==> config.mk <==
export PLATFORM = sky130hd
export DESIGN_NAME = vs_result_buffer_ctrl
export DESIGN_NICKNAME = d
export VERILOG_FILES = /design/src/rtl/vs_result_buffer_ctrl.sv
export SDC_FILE = /design/constraint.sdc
export NUM_CORES = 1
export LEC_CHECK = 0
export ABC_CLOCK_PERIOD_IN_PS = 10100
export BUFFER_PORTS_ARGS = -buffer_cell sky130_fd_sc_hd__buf_2
export CAP_MARGIN = 10
export CELL_PAD_IN_SITES_DETAIL_PLACEMENT = 1
export CELL_PAD_IN_SITES_GLOBAL_PLACEMENT = 1
export CORE_MARGIN = 5
export CORE_UTILIZATION = 42
export CTS_BUF_LIST = sky130_fd_sc_hd__clkbuf_4
export CTS_CLUSTER_SIZE = 24
export DETAILED_ROUTE_END_ITERATION = 6
export GPL_ROUTABILITY_DRIVEN = 0
export PLACE_DENSITY = 0.76
export SYNTH_ARGS = -nofsm -noshare
export SYNTH_HDL_FRONTEND = slang
export SYNTH_SLANG_ARGS = --single-unit
==> constraint.sdc <==
create_clock -name clk -period 10.1 [get_ports clk]
set_input_delay 1.515 -clock clk [delete_from_list [all_inputs] [get_ports clk]]
set_output_delay 1.515 -clock clk [all_outputs]
set_load 0.02 [all_outputs]
==> src/rtl/vs_result_buffer_ctrl.sv <==
// Value-skip result buffer controller: hands out result slots, captures execute
// results and serves registered pickups from skipped instructions.
module vs_result_buffer_ctrl #(
    parameter  int unsigned RESULT_BUFFER_SIZE    = 8,
    localparam int unsigned RESULT_BUFFER_ID_SIZE = $clog2(RESULT_BUFFER_SIZE)
) (
    input  logic                             clk,
    input  logic                             reset,
    input  logic                             alloc_req,
    output logic                             alloc_gnt,
    output logic [RESULT_BUFFER_ID_SIZE-1:0] alloc_idx,
    input  logic                             wr_en,
    input  logic [RESULT_BUFFER_ID_SIZE-1:0] wr_idx,
    input  logic [31:0]                      wr_data,
    input  logic                             pick_en,
    input  logic [RESULT_BUFFER_ID_SIZE-1:0] pick_idx,
    input  logic                             pick_release,
    output logic                             pick_valid,
    output logic [31:0]                      pick_data,
    input  logic                             flush,
    output logic [RESULT_BUFFER_ID_SIZE:0]   free_count,
    output logic                             full,
    output logic                             empty,
    output logic                             err
);

    localparam int unsigned N     = RESULT_BUFFER_SIZE;
    localparam int unsigned ID_W  = RESULT_BUFFER_ID_SIZE;
    localparam int unsigned CNT_W = RESULT_BUFFER_ID_SIZE + 1;

    typedef enum logic [1:0] {
        ST_FREE  = 2'd0,
        ST_ALLOC = 2'd1,
        ST_VALID = 2'd2
    } ent_state_e;

    ent_state_e       ent_state     [N];
    ent_state_e       ent_state_nxt [N];
    logic [31:0]      ent_data      [N];
    logic [ID_W-1:0]  rr_ptr;
    logic [ID_W-1:0]  rr_ptr_nxt;

    logic             srch_found;
    logic [ID_W-1:0]  srch_idx;
    logic             grant;
    logic             wr_ok;
    logic             wr_bad;
    logic             pick_hit;
    logic             pick_bad;

    // Entry state and round-robin pointer register
    always_ff @(posedge clk or posedge reset) begin
        if (reset) begin
            for (int unsigned i = 0; i < N; i++) begin
                ent_state[ID_W'(i)] <= ST_FREE;
            end
            rr_ptr <= '0;
        end else begin
            ent_state <= ent_state_nxt;
            rr_ptr    <= rr_ptr_nxt;
        end
    end

    // First FREE entry at or after rr_ptr, wrapping
    always_comb begin
        srch_found = 1'b0;
        srch_idx   = '0;
        for (int unsigned k = 0; k < N; k++) begin
            if (!srch_found && ent_state[rr_ptr + ID_W'(k)] == ST_FREE) begin
                srch_found = 1'b1;
                srch_idx   = rr_ptr + ID_W'(k);
            end
        end
    end

    // Next-state: flush overrides; grant, write and release target disjoint states
    always_comb begin
        ent_state_nxt = ent_state;
        rr_ptr_nxt    = rr_ptr;
        grant    = alloc_req && srch_found && !flush;
        wr_ok    = wr_en && !flush && (ent_state[wr_idx] == ST_ALLOC);
        wr_bad   = wr_en && !flush && (ent_state[wr_idx] != ST_ALLOC);
        pick_hit = pick_en && !flush && (ent_state[pick_idx] == ST_VALID);
        pick_bad = pick_en && !flush && (ent_state[pick_idx] == ST_FREE);
        if (flush) begin
            for (int unsigned i = 0; i < N; i++) begin
                ent_state_nxt[ID_W'(i)] = ST_FREE;
            end
            rr_ptr_nxt = '0;
        end else begin
            if (grant) begin
                ent_state_nxt[srch_idx] = ST_ALLOC;
                rr_ptr_nxt              = srch_idx + ID_W'(1);
            end
            if (wr_ok) begin
                ent_state_nxt[wr_idx] = ST_VALID;
            end
            if (pick_hit && pick_release) begin
                ent_state_nxt[pick_idx] = ST_FREE;
            end
        end
    end

    // Result storage, registered pickup and sticky error
    always_ff @(posedge clk or posedge reset) begin
        if (reset) begin
            for (int unsigned i = 0; i < N; i++) begin
                ent_data[ID_W'(i)] <= '0;
            end
            pick_valid <= 1'b0;
            pick_data  <= '0;
            err        <= 1'b0;
        end else begin
            if (wr_ok) begin
                ent_data[wr_idx] <= wr_data;
            end
            pick_valid <= pick_hit;
            if (pick_hit) begin
                pick_data <= ent_data[pick_idx];
            end
            if (wr_bad || pick_bad) begin
                err <= 1'b1;
            end
        end
    end

    // Outputs; grant is masked while reset is asserted
    always_comb begin
        free_count = '0;
        for (int unsigned i = 0; i < N; i++) begin
            if (ent_state[ID_W'(i)] == ST_FREE) begin
                free_count = free_count + CNT_W'(1);
            end
        end
        alloc_gnt = grant && !reset;
        alloc_idx = srch_idx;
        full      = (free_count == '0);
        empty     = (free_count == CNT_W'(N));
    end

endmodule
## After elaboration in Yosys (flattened, before gate mapping)

Cells that the tools add are included.

- Register bits after elaboration: 309
- Latch bits: 0
- Memory bits (writable): 0
- Memory bits (read-only): 0
- Input port bits: 45
- Output and inout bits: 44
- Word-level logic and storage cells: 195
- Memories kept: 0

- Add/sub/neg operators: 15
- $mul: 0
- Div/mod/pow operators: 0
- Order comparisons: 14
- Equality and inequality tests: 4
- Shift operators: 0
- Multiplexer cells: 74
- Bitwise operators: 19
- Reductions and logical operators: 49

Operator list:

| operator | count |
|---|---|
| 256-bit bitwise mux | 1 |
| 32-bit binary-select mux with 3-bit select | 1 |
| 32-bit demux with 3-bit select | 1 |
| 16-bit two-way mux | 6 |
| 32-bit two-way mux | 3 |
| 2-bit binary-select mux with 3-bit select | 10 |
| 2-bit two-way mux | 24 |
| 4-bit >= comparator (second input constant) | 11 |
| 3-bit NOT with 4-bit output | 11 |
| 2-bit logical NOT | 17 |
| 3-bit two-way mux | 10 |
| 4-bit by 1-bit adder with 4-bit output (second input constant) | 6 |
| 4-bit two-way mux | 6 |
| 1-bit logical AND | 20 |
| 2-bit demux with 3-bit select | 3 |
| 16-bit bitwise AND | 1 |
| 8-bit bitwise AND | 2 |
| 16-bit NOT | 1 |
| 8-bit NOT | 2 |
| 8-bit bitwise OR | 2 |
| 3-bit adder (second input constant) | 4 |
| 4-bit by 1-bit < comparator with 1-bit output (second input constant) | 3 |
| 1-bit logical NOT | 9 |
| 1-bit two-way mux | 9 |
| other kinds (10) | 12 |

## Longest topological paths before layout

- Depth in word-level cells: 42
- Mapped depth: 20
- Mapped depth without buffers: 20

## Worst setup path after synthesis

No wires, ideal clock.

- Path kind: register to output
- Start: register ent_state[12] in the netlist's numbering
- End: output port full
- Arrival: 4231 ps
- Required time: 8585 ps
- Slack: 4354 ps
- Cell stages (with the launch flop): 20
- Buffers on the path: 0
- Cell sequence: dfrtp_1 > nor2_1 > inv_1 > ha_1 > or3b_2 > o21a_1 > ha_1 > nand2_1 > nand2_1 > ha_1 > nor2_1 > a31oi_1 > ha_1 > mux2_2 > ha_1 > mux2i_1 > inv_1 > ha_1 > o32ai_1 > nor2b_1

- Longest elaborated chain between the ends: 15

RTL lines:

| item | line | source |
|---|---|---|
| from (decl) | 37 | `ent_state_e ent_state [N];` |
| from (signal assigned) | 59 | `ent_state <= ent_state_nxt;` |
| 2-bit logical NOT (*) | 131 | `if (ent_state[ID_W'(i)] == ST_FREE) begin` |
| 2-bit two-way mux (*) | 131 |  |
| 4-bit by 1-bit adder with 4-bit output | 132 | `free_count = free_count + CNT_W'(1);` |
| 4-bit two-way mux (*) | 131 |  |
| 4-bit by 1-bit adder with 4-bit output | 132 |  |
| 4-bit two-way mux (*) | 131 |  |
| 4-bit by 1-bit adder with 4-bit output | 132 |  |
| 4-bit two-way mux (*) | 131 |  |
| 4-bit by 1-bit adder with 4-bit output | 132 |  |
| 4-bit two-way mux (*) | 131 |  |
| 4-bit by 1-bit adder with 4-bit output | 132 |  |
| 4-bit two-way mux (*) | 131 |  |
| 4-bit by 1-bit adder with 4-bit output | 132 |  |
| 4-bit two-way mux (*) | 131 |  |
| 4-bit logical NOT (*) | 137 | `full = (free_count == '0);` |
| to (decl) | 22 | `output logic full,` |

Every way passes the cells marked *; elsewhere a longest branch is shown, timed or not.

## Final worst setup path

Same ends and word-level chain as after synthesis.

==> metrics.yaml <==
sta:
  fin_crit_sh_pct: 69.02
  rsz0062_at_grt: "false"
  fmax_mhz: 143.5
  finClkSkew_ps: 45.65
  maxSlewViolCount: 0
  hold-worst-slack_ps: 473.6
  fin_tns_setup_ps: 0
  setup_viol: 0
  worst_pin_slew_ps: 1069
  fin_crit_ps: 6971
  max-slew-margin-rel_pct: 28.76
  hold_viol: 0
global_routing:
  grt_pass1_wl_um: 65690
  grt_max_degree: 177
  first_global_vias: 11570
  antenna_found_initial: 5
  grtUsageTotal_pct: 21.27
  overflow: 0
synth:
  synth.distinct_cells: 78
  synth_area_leaders: "dfrtp_1 53%, mux2_2 20%, a22oi_1 3.4%, a221oi_1 1.9%, a22o_1 1.9%"
  synthMuxAreaShare_pct: 22.28
  yosys.area_share.simple_pct: 5.410
  synth-async-reset-ratio_pct: 100.0
  synthCells: 1134
  synth_compound_area_share_pct: 14.75
  syn_area_per_cell_sq_um: 12.93
  synth_fa_ha_area_share_pct: 0.8532
  synth_top_family_by_area: "multiplexers"
  yosys_register_bits: 309
  ys.flop_type: "dfrtp_1"
  yosysTopAreaCell: "dfrtp_1"
  synth_area_sq_um: 14660
  synthXorXnorAreaFrac_pct: 1.237
  ys_warn_count: 0
  synth_edf_count: 0
  synth_top_area_share_pct: 52.73
  ys_seq_area_share_pct: 52.73
  synth_fp_nets: 1189
power:
  seqPwrFrac_pct: 32.8
  cellPowerDensity_nw_per_um2: 294.5
  irDropWorstVdd_v: 0.001296
  power_frac_clock_pct: 22.0
  swShare_pct: 40.35
  power.internal_w: 0.002916
  pwr-share-comb_pct: 45.3
  power.switching_w: 0.001972
  power.leakage_nw: 8.113
clock_network:
  htree_num_levels: 3
  cts_resized: 0
  clock_sinks: 309
  cts_tree: "done"
  clk_pin_slew_worst_paths_ps: 60
  postCtsSetupRepairBufs: 0
  ctsHoldBuffers: 0
  clkLatencyLatePin_ps: 690
  root_buffer: "clkbuf_4"
  cts_buffers: 82
  ctsLongestPathBuffers: 3
min_path:
  min_to: "pick_data[0]"
  min_path_cells: 1
  hold_path.class: "reg -> reg"
  worstHoldStart: "pick_data[0]"
detailed_routing:
  viasPerCell: 5.900
  wl_um: 41160
  initialDrtViolationCount: 541
  vias: 10370
  dr.pass1.iters: 5
  route.detailed.drc: 0
  wl_per_cell_um: 23.42
  drtAntennaViolNets: 0
layout:
  regArea_sq_um: 7732
  layout.nets: 1304
  area_growth_pct: 13.16
  final_cell_area_sq_um: 16590
  post-route-util_pct: 48.04
  fill_cells: 3646
  multi_input_area_sq_um: 6611
  final_layout_size_suffix_gt1_share_pct: 41.69
die:
  die_w_um: 196.9
  die_h_um: 196.9
  start_util_pct: 42.45
  placementRows: 68
  core-area_sq_um: 34540
  fp.dieArea_sq_um: 38750
  io_pins: 89
worst_setup_path:
  r2r-end: "rr_ptr[2]"
  arrival_ps: 5460
  worstSetupPathType: "reg -> out"
  critPathRequiredTime_ps: 8590
  end_kind: "output pin"
  crit_fanout: 7
  regToRegSetupSlack_ps: 5900
  reg2reg_from: "rr_ptr[1]"
  worst-r2r-cell-count: 14
  cp-start-kind: "flop"
placement:
  port_buffers: 88
  dpl.hpwl_um: 24130
  dpl_cell_area_sq_um: 15600
run_status:
  status: "finished, final reports clean"
run:
  max-cap-violations: 0
cells in the mapped netlist, drive strengths merged (10+ instances only):
cell type	instances
or2	10
xnor2	11
a22oi	66
mux2	258
a22o	32
o21ai	10
a31oi	36
mux4	12
inv	21
ha	10
dfrtp	309
clkbuf	43
nand2	28
buf	33
nor2	30
a21oi	24
a21o	34
a221oi	32
how the worst max path moves through the flow:
stage	start	end	slack, ps	cells past startpoint
2_1_floorplan	reset	ent_data[0]	40	1
3_3_place_gp	ent_state[15]	full	4120	20
3_5_place_dp	ent_state[12]	full	3880	21
4_1_cts	ent_state[12]	full	3100	21
5_1_grt	ent_state[12]	full	2770	21
6_report	ent_state[12]	full	3130	21
per-stage QoR:
stage	instances	setup slack [ps]	power [W]
floorplan	1134	40.60	0.003200
global placement	1620	4119	0.003673
detailed placement	1620	3880	0.003829
CTS	1755	3105	0.004924
global route	1756	2774	0.005225
finish	1757	3129	0.004887
power groups by stage:
stage	combinational, W	sequential [W]	clock [W]
2_1_floorplan	0.00163	0.00157	0
3_3_place_gp	0.00207	0.00160	0
4_1_cts	0.00221	0.00160	0.00111
6_report	0.00221	0.00160	0.00107
3_5_place_dp	0.00220	0.00162	0
5_1_grt	0.00242	0.00163	0.00118
worst max-delay path: stages, from the launching register on:
cell,delay [ps]
dfrtp_1,460
nor2_1,130
inv_1,80
ha_1,120
or3b_2,460
o21a_1,120
ha_1,290
nand2_1,80
nand2_1,80
ha_1,290
nor2_1,40
a31oi_1,300
ha_1,290
mux2_2,290
ha_1,290
mux2i_1,280
inv_1,100
ha_1,250
xnor2_1,160
o32ai_1,320
nor2b_1,170
buf_2,170
state kept, by name, summed over array words and instances (netlist names):
name        flops
pick_data      32
ent_state      16
ent_data      256
rr_ptr          3
err             1
pick_valid      1
cells in the final DEF, fill, tap and decap left out, drive strengths merged, types with 6 or more instances in the layout:
cell	n
dfrtp	309
mux2	258
clkbuf	114
buf	107
a22oi	66
a31oi	36
a21o	34
a22o	32
a221oi	32
nor2	30
nand2	28
a21oi	24
inv	24
clkinv	15
mux4	12
xnor2	11
ha	10
or2	10
o21ai	10
a211oi	9
nor3b	9
nor3	9
mux2i	8
nor2b	8
nand3	8
xor2	7
o21a	6
metal layers:
| layer | share of wire (%) | track usage [%] | vias to the layer above | wire length, um |
|---|---|---|---|---|
| met5 | 0.058 | 0 | - | 24 |
| li1 | - | - | 4594 | - |
| met2 | 50 | 36.05 | 267 | 20610 |
| met3 | 4.9 | 4.068 | 69 | 2014 |
| met1 | 43 | 27.99 | 5430 | 17790 |
| met4 | 1.7 | 6.163 | 6 | 720 |
cell type report:
class                      instances  share of cell area [%]
inverter                          21                  0.5203
timing repair buffer             107                   3.589
clock inverter                    21                  0.8294
sequential                       309                   46.60
clock buffer                     114                   5.158
antenna                            2                 0.03016
tap                              455                   3.431
multi-input combinational        728                   39.84
logic make-up (layout without fill, tap and decap cells):
kind of cell | count (synthesis) | after routing
flip-flops | 309 | 309
AND/OR/NAND/NOR | 136 | 136
multiplexers | 278 | 278
buffers and inverters | 97 | 263
other | 0 | 2
adder cells (fa/ha/maj) | 10 | 10
AO/OA/AOI/OAI | 285 | 285
XOR/XNOR | 19 | 19
Power figures use the tool's default switching activity.
